**config.mk**
```make
export PLATFORM = sky130hd
export DESIGN_NAME = hazard_ctrl
export DESIGN_NICKNAME = d
export VERILOG_FILES = /design/src/rtl/hazard_pkg.sv /design/src/rtl/fwd_sel.sv /design/src/rtl/hazard_ctrl.sv
export SDC_FILE = /design/constraint.sdc
export NUM_CORES = 1
export LEC_CHECK = 0
export CAP_MARGIN = 20
export CORE_MARGIN = 4
export CORE_UTILIZATION = 30
export CTS_BUF_LIST = sky130_fd_sc_hd__clkbuf_2
export DETAILED_ROUTE_END_ITERATION = 12
export PLACE_DENSITY = 0.66
export SLEW_MARGIN = 20
export SYNTH_ARGS = -nofsm -noshare
export SYNTH_HDL_FRONTEND = slang
export SYNTH_SLANG_ARGS = --single-unit
```
**constraint.sdc**
```tcl
create_clock -name clk -period 3.3 [get_ports clk]
set_input_delay 0.99 -clock clk [delete_from_list [all_inputs] [get_ports clk]]
set_output_delay 0.99 -clock clk [all_outputs]
set_load 0.05 [all_outputs]
```
**src/rtl/hazard_pkg.sv**
```systemverilog
// Shared types for the hazard controller: FSM state encoding and forward-select codes.
package hazard_pkg;

  typedef enum logic [1:0] {
    RUN       = 2'd0,
    MEM_WAIT  = 2'd1,
    MEM_ABORT = 2'd2
  } state_e;

  localparam logic [1:0] FWD_REG = 2'b00;
  localparam logic [1:0] FWD_WB  = 2'b01;
  localparam logic [1:0] FWD_MEM = 2'b10;

endpackage

```
**src/rtl/fwd_sel.sv**
```systemverilog
// Single-operand forward selector: picks M-stage, W-stage or register-file value.
module fwd_sel
  import hazard_pkg::*;
(
  input  logic [4:0] rs_e_i,
  input  logic [4:0] rd_m_i,
  input  logic       reg_write_m_i,
  input  logic [4:0] rd_w_i,
  input  logic       reg_write_w_i,
  output logic [1:0] fwd_o
);

  // Younger producer (M) has priority over older (W); x0 never forwards.
  always_comb begin
    fwd_o = FWD_REG;
    if (reg_write_m_i && (rd_m_i != 5'd0) && (rd_m_i == rs_e_i)) begin
      fwd_o = FWD_MEM;
    end else if (reg_write_w_i && (rd_w_i != 5'd0) && (rd_w_i == rs_e_i)) begin
      fwd_o = FWD_WB;
    end
  end

endmodule

```
**src/rtl/hazard_ctrl.sv**
```systemverilog
// Pipeline hazard controller: forwarding, load-use/branch control, memory-wait FSM.
// Define HAZARD_PERF_EN to add the stall_cnt/flush_cnt performance counters.
module hazard_ctrl
  import hazard_pkg::*;
#(
  parameter int DATA_WIDTH  = 32,
  parameter int MEM_TIMEOUT = 16
) (
  input  logic       clk,
  input  logic       rst,
  input  logic [4:0] Rs1D,
  input  logic [4:0] Rs2D,
  input  logic [4:0] Rs1E,
  input  logic [4:0] Rs2E,
  input  logic [4:0] RdE,
  input  logic [4:0] RdM,
  input  logic [4:0] RdW,
  input  logic       RegWriteM,
  input  logic       RegWriteW,
  input  logic       ResultSrcE,
  input  logic       PCSrcE,
  input  logic       MemReqM,
  input  logic       MemAckM,
  output logic [1:0] ForwardAE,
  output logic [1:0] ForwardBE,
  output logic       StallF,
  output logic       StallD,
  output logic       StallE,
  output logic       StallM,
  output logic       FlushD,
  output logic       FlushE,
  output logic       FlushW,
  output logic       mem_err
`ifdef HAZARD_PERF_EN
  ,
  output logic [DATA_WIDTH-1:0] stall_cnt,
  output logic [DATA_WIDTH-1:0] flush_cnt
`endif
);

  localparam int CNT_W = (MEM_TIMEOUT > 2) ? $clog2(MEM_TIMEOUT) : 1;
  // The request cycle in RUN is the first stall cycle, so the wait ends after MEM_TIMEOUT-1 more.
  localparam logic [CNT_W-1:0] ABORT_AT = CNT_W'(MEM_TIMEOUT - 2);

  if (DATA_WIDTH < 1 || MEM_TIMEOUT < 2) begin : g_bad_cfg
    $error("hazard_ctrl: DATA_WIDTH must be >= 1 and MEM_TIMEOUT >= 2");
  end

  state_e           state_q, state_d;
  logic [CNT_W-1:0] tmo_q, tmo_d;
  logic             mem_err_q;
  logic             br_pend_q, br_pend_d;
  logic             load_use, mem_miss, branch;

  fwd_sel u_fwd_a (
    .rs_e_i        (Rs1E),
    .rd_m_i        (RdM),
    .reg_write_m_i (RegWriteM),
    .rd_w_i        (RdW),
    .reg_write_w_i (RegWriteW),
    .fwd_o         (ForwardAE)
  );

  fwd_sel u_fwd_b (
    .rs_e_i        (Rs2E),
    .rd_m_i        (RdM),
    .reg_write_m_i (RegWriteM),
    .rd_w_i        (RdW),
    .reg_write_w_i (RegWriteW),
    .fwd_o         (ForwardBE)
  );

  assign load_use = ResultSrcE && (RdE != 5'd0) && ((RdE == Rs1D) || (RdE == Rs2D));
  assign mem_miss = MemReqM && !MemAckM;
  // A branch seen while frozen is remembered and flushed once RUN resumes.
  assign branch   = PCSrcE || br_pend_q;

  always_comb begin
    state_d   = state_q;
    tmo_d     = tmo_q;
    br_pend_d = br_pend_q;
    StallF    = 1'b0;
    StallD    = 1'b0;
    StallE    = 1'b0;
    StallM    = 1'b0;
    FlushD    = 1'b0;
    FlushE    = 1'b0;
    FlushW    = 1'b0;
    unique case (state_q)
      RUN: begin
        tmo_d     = '0;
        br_pend_d = 1'b0;
        if (mem_miss) begin
          state_d   = MEM_WAIT;
          br_pend_d = branch;
          {StallF, StallD, StallE, StallM, FlushW} = 5'b11111;
        end else if (branch) begin
          FlushD = 1'b1;
          FlushE = 1'b1;
        end else if (load_use) begin
          StallF = 1'b1;
          StallD = 1'b1;
          FlushE = 1'b1;
        end
      end
      MEM_WAIT: begin
        br_pend_d = br_pend_q || PCSrcE;
        if (MemAckM) begin
          state_d = RUN;
        end else begin
          {StallF, StallD, StallE, StallM, FlushW} = 5'b11111;
          tmo_d = tmo_q + CNT_W'(1);
          if (tmo_q == ABORT_AT) state_d = MEM_ABORT;
        end
      end
      MEM_ABORT: begin
        br_pend_d = br_pend_q || PCSrcE;
        FlushW    = 1'b1;
        state_d   = RUN;
      end
      default: state_d = RUN;
    endcase
    if (rst) begin
      {StallF, StallD, StallE, StallM} = 4'b0000;
      {FlushD, FlushE, FlushW}         = 3'b111;
    end
  end

  always_ff @(posedge clk) begin
    if (rst) begin
      state_q   <= RUN;
      tmo_q     <= '0;
      mem_err_q <= 1'b0;
      br_pend_q <= 1'b0;
    end else begin
      state_q   <= state_d;
      tmo_q     <= tmo_d;
      br_pend_q <= br_pend_d;
      if (state_d == MEM_ABORT) mem_err_q <= 1'b1;
    end
  end

  assign mem_err = mem_err_q;

`ifdef HAZARD_PERF_EN
  logic [DATA_WIDTH-1:0] stall_cnt_q, flush_cnt_q;

  always_ff @(posedge clk) begin
    if (rst) begin
      stall_cnt_q <= '0;
      flush_cnt_q <= '0;
    end else begin
      if (StallF) stall_cnt_q <= stall_cnt_q + DATA_WIDTH'(1);
      if (FlushE) flush_cnt_q <= flush_cnt_q + DATA_WIDTH'(1);
    end
  end

  assign stall_cnt = stall_cnt_q;
  assign flush_cnt = flush_cnt_q;
`endif

endmodule

```
* Word level (Yosys, flattened, before mapping) *
Index checks and enable logic that the tools add are counted.

word-level totals
  register bits after elaboration = 8
  latch bits = 0
  memory bits (writable) = 0
  bits in read-only memories = 0
  input port bits = 43
  output and inout port bits = 12
  word-level logic and storage cells = 67
  memories = 0

cells by class
  add/sub/neg operators = 1
  multipliers = 0
  div/mod/pow operators = 0
  order comparisons = 0
  equality and inequality tests = 11
  shifts and indexed selects = 0
  multiplexer cells = 31
  bitwise logic cells = 0
  reductions and logical operators = 20

operator list
  operator             count
  $eq 5x5->1           6
  $mux 1               19
  $reduce_bool 5->1    3
  $mux 2               5
  $logic_and 1x1->1    9
  $pmux 4 s2           1
  $pmux 1 s2           3
  $add 4x1->4 const B  1
  $eq 2x2->1 const B   2
  $eq 4x4->1 const B   1
  $mux 4               1
  $pmux 2 s2           1
  $reduce_bool 2->1    2
  $pmux 1 s3           1
  $eq 2x1->1 const B   1
  $logic_not 2->1      1
  $logic_or 1x1->1     2
  $ne 2x2->1 const B   1
  $reduce_and 2->1     1
  $reduce_or 2->1      1
  $logic_not 1->1      1

* Longest topological paths before layout *
  depth after elaboration = 8
  depth in mapped cells = 6
  depth with buffers taken out = 6

* Hierarchy *
From an unflattened synthesis, not the netlist that was laid out.

unflattened totals
  cells, all modules = 136
  area total of the unflattened synthesis = 980.9 um^2

modules (own cells, without submodules)
  module       times used  cells each  area each (um^2)  sequential area each (um^2)
  hazard_ctrl  1           96          678.2             160.2
  fwd_sel      2           20          151.4             0.0

* Worst setup path before layout *
OpenSTA, ideal clock, no wires.

  path type = input port to output port
  from = input RdM[4]
  to = output ForwardAE[0]
  arrival time = 3.355 ns
  data required time = 2.310 ns
  path slack = -1.045 ns
  stages on the path = 4
  path buffers = 0
  cells stage by stage = xnor2_1 > nand3_1 > nor4_1 > nor4_2

between the ends
  longest elaborated chain between the ends = 4
  elaborated cells between the ends (all ways) = 5
  classes of those cells = 1 x eq/ne; 1 x mux; 3 x reduce/logical

ends and longest elaborated chain
  what                   RTL line           text
  start: declaration     hazard_ctrl.sv:16  input logic [4:0] RdM,
  $reduce_bool 5->1      fwd_sel.sv:16      if (reg_write_m_i && (rd_m_i != 5'd0) && (rd_m_i == rs_e_i)) begin
  $logic_and 1x1->1      fwd_sel.sv:16
  $logic_and 1x1->1 (*)  fwd_sel.sv:16
  $mux 2 (*)             fwd_sel.sv:16
  end: declaration       hazard_ctrl.sv:24  output logic [1:0] ForwardAE,

Every way passes the cells marked *; elsewhere a longest branch is shown, timed or not.

* Worst setup path in the final report *
  from = input RdW[1]
  to = output ForwardBE[0]

between the ends
  longest elaborated chain between the ends = 5
  elaborated cells between the ends (all ways) = 6
  classes of those cells = 1 x eq/ne; 2 x mux; 3 x reduce/logical

ends and longest elaborated chain
  what                   RTL line           text
  start: declaration     hazard_ctrl.sv:17  input logic [4:0] RdW,
  $reduce_bool 5->1      fwd_sel.sv:18      end else if (reg_write_w_i && (rd_w_i != 5'd0) && (rd_w_i == rs_e_i)) begin
  $logic_and 1x1->1      fwd_sel.sv:18
  $logic_and 1x1->1 (*)  fwd_sel.sv:18
  $mux 1 (*)             fwd_sel.sv:18
  $mux 2 (*)             fwd_sel.sv:16
  end: declaration       hazard_ctrl.sv:25  output logic [1:0] ForwardBE,

Marked as above.

==> summary.md <==
| Metric | Value |
|---|---|
| Ratio of cells with drive above 1 in the final layout | between 40 and 50% |
| Setup WS pre-CTS | -501 ps |
| Iter 0 DRT Violations | 29 |
| Final Power | 390 uW |
| Die X | around 64 um |
| Pins Over Slew Limit | 0 |
| Peak VDD IR | 0.153 mV |
| Ranking of synthesized cells by area | xor2_1, dfxtp_1, ha_1 |
| Port bufs | 54 |
| Worst Path Required | approximately 2300 ps |
| Worst Setup SP | RdW[1] |
| Avg Cell Area, Syn | 7.77 um2 |
| Diode count | 0 |
| Setup crit start kind | input port |
| Std-Cell Rows | 20 |
| Die footprint | 4120 um2 |
| Post-DRT Antenna Nets | 0 |
| CTS H-tree lvls | 1 |
| Area of the mapped netlist | approximately 950 um2 |
| Num CTS Buffers | 3 |
| Total track usage | 17.1% |
| CP max FO | 2 |
| CTS tree | done |
| HP Class | register to register |
| First-pass GRT wire length | approximately 5.7 mm |
| Hold Path End | tmo_q[3] |
| Vias in the first global route | 1309 |
| Reg2reg path depth | 4 |
| Relative slew slack | 66.9% |
| Skew final | about 5.3 ps |
| Leakage | approximately 0.92 nW |
| Yosys reg bits | 8 |
| Hold Startpoint | tmo_q[3] |
| Placed Cells incl. Taps | 245 |
| CTS Hold Bufs | 0 |
| RSZ-0062 raised after global routing | yes |
| Capturing point of the worst reg2reg path | tmo_q[3] |
| # DRC | 0 |
| Dpl hpwl | around 2.8 mm |
| Failing checks | setup timing |
| Worst path arrival time | 2460 ps |
| Layout area overhead | 110% |
| Number of synthesized flops with an enable pin | 0 |
| Yosys top cell area share | about 22% |
| Sequential area share after synthesis | 16.9% |
| Initial core utilization | 31.3% |
| PnR worst setup slack | -148 ps |
| Multi-input gate area | 873 um2 |
| Largest family of logic cells by synthesized area | XOR/XNOR gates |
| Register area | around 160 um2 |
| Mux contribution to synthesized area | 0% |
| Simple-gate share of the synthesized area | 24.0% |
| CP Capture Type | output port |
| Cell taking the most area after synthesis | xor2_1 |
| Total negative slack | -232 ps |
| Longest Clk Path Bufs | 2 |
| Post-route minimum period | 3450 ps |
| Status | finished, violations left |
| DRT Pass-1 Iters | 4 |
| Clock transition at path regs | 90 ps |
| Pwr dens | roughly 200 nW/um2 |
| Yosys warnings | 0 |
| Via count | 1184 |
| Max Fclk | ~0.29 GHz |
| Sink Count | 8 |
| Top Ports | 55 |
| Worst Tran Pin Value | 495 ps |
| Pin count of the biggest net entering global routing | 11 |
| Worst Hold Depth | 1 |
| R2R Setup Slk | 1730 ps |
| Wirelength per Cell | 13.3 um |
| Setup Viol. Count Final | 2 |
| Vias/cell | 4.66 |
| Routed wire length | 3.39 mm |
| Max-Cap Viols | 0 |
| Final cell count without fillers | 254 |
| Most common flop cell mapped by yosys | dfxtp_1 |
| Origin of the critical flop-to-flop path | state_q[1] |
| Initial antenna violation count | 0 |
| Final period utilization | 104% |
| Core area | 3030 um2 |
| Net count after synthesis | 171 |
| Post-Synth Adder-Cell Area | 7.92% |
| Hold Vio Cnt, Final | 0 |
| Post-Synth XOR/XNOR Area | 27.7% |
| DIE HEIGHT | 64.2 um |
| Library cells used by synthesis | 33 |
| Worst setup path category | input port to output port |
| Total grt overflow | 0 |
| Compound-Gate Fraction of Synth Area | between 10% and 20% |
| Root buf cell | clkbuf_2 |
| Final #Nets | between 200 and 300 |
| Post-Synthesis Cells | 122 |
| Fraction of registers with async set/reset | 0% |
| Worst-skew pair later-pin latency | 240 ps |
| Fill count | 257 |
| GP Congestion | 0.879 |
==> per-stage QoR <==
| stage | hold slack (ps) | area [um2] | util, % |
|---|---|---|---|
| after floorplan | 439 | 1020 | - |
| after global placement | 460 | 1880 | 62.2 |
| after detailed placement | 494 | 1880 | 62.2 |
| after CTS | 508 | 1960 | 64.9 |
| after global routing | 526 | 1990 | 65.8 |
| final | 512 | 1990 | 65.8 |
==> worst max path at each step <==
stage                   end  slack [ps]  cells past startpoint
6_report       ForwardBE[0]        -150                      7
4_1_cts        ForwardBE[0]        -160                      7
3_3_place_gp   ForwardBE[0]        -490                      6
2_1_floorplan  ForwardAE[0]        -240                      4
5_1_grt        ForwardBE[0]        -180                      6
3_5_place_dp   ForwardBE[0]        -500                      6
==> routing by layer <==
layer | global-route usage [%] | vias up | share of wire (%)
met1 | 20.1 | 529 | 42
met5 | 0 | - | 0
met4 | 4.75 | 0 | 1.7
li1 | - | 609 | -
met3 | 4.04 | 6 | 6.0
met2 | 30.5 | 40 | 50
==> sequential cells by signal (all words and copies together) (netlist names) <==
name / cells
br_pend_q: 1
mem_err: 1
state_q: 2
tmo_q: 4
==> critical path, stage by stage <==
cell	delay, ps
buf_6	90
buf_6	110
buf_6	100
xor2_1	130
or4_4	530
nor4_4	330
buf_12	180
==> synthesized netlist by cell type, types with 2 or more instances <==
cell	n
nor2_1	13
xnor2_1	6
or4_1	5
dfxtp_1	8
a311oi_1	3
o21bai_1	3
ha_1	6
a22oi_1	2
nand3_1	4
buf_4	2
nor4_1	2
nand2_1	4
or3_1	2
inv_1	9
nor4_2	2
nand2b_1	2
or2_2	3
nor3_1	2
a21oi_1	5
xor2_1	24
o21ai_0	3
==> placed cells by master (no fill, tap or decap), types with 2 or more instances in the layout <==
cell	n
or4_1	2
a311oi_1	3
o21bai_1	2
or2_2	3
nor2_1	12
nand2b_1	2
or4_4	3
inv_1	8
dlygate4sd2_1	17
xnor2_2	3
nand2_1	4
clkdlybuf4s50_1	3
o21ai_2	2
nand3_1	3
nor4_4	4
o21ai_0	2
xnor2_1	3
ha_1	6
buf_6	9
buf_12	9
a21oi_1	5
nor3_2	2
buf_2	5
xor2_1	23
dfxtp_1	8
clkdlybuf4s15_1	5
buf_4	30
dlymetal6s2s_1	5
clkbuf_2	7
==> power breakdown <==
| group | total [mW] | internal [mW] | leakage (nW) | switching, mW |
|---|---|---|---|---|
| clock | 0.0601 | 0.0248 | 0.0125 | 0.0353 |
| sequential | 0.101 | 0.0987 | 0.0648 | 0.00258 |
| combinational | 0.229 | 0.120 | 0.838 | 0.109 |
| total | 0.390 | 0.243 | 0.915 | 0.147 |
==> cells by family after synthesis <==
group,count (synthesis)
fa+ha+maj,6
flops,8
compound gates,25
simple gates,41
buf+inv,12
xor+xnor,30
==> timing repair <==
item / in CTS / in global routing
gates resized for setup: 87 / 17
endpoints found under the hold margin: 0 / 0
pin swaps: 22 / 10
setup endpoints to repair: 9 / 9
setup buffers: 6 / 1
==> cell type report <==
class	instances	share of cell area (%)
clock buffer	3	0.754
inverter	9	1.70
multi-input combinational	102	43.8
sequential	8	8.04
tap	44	2.76
timing repair buffer	88	42.9
Note: power is estimated with default switching activity, not from simulation.
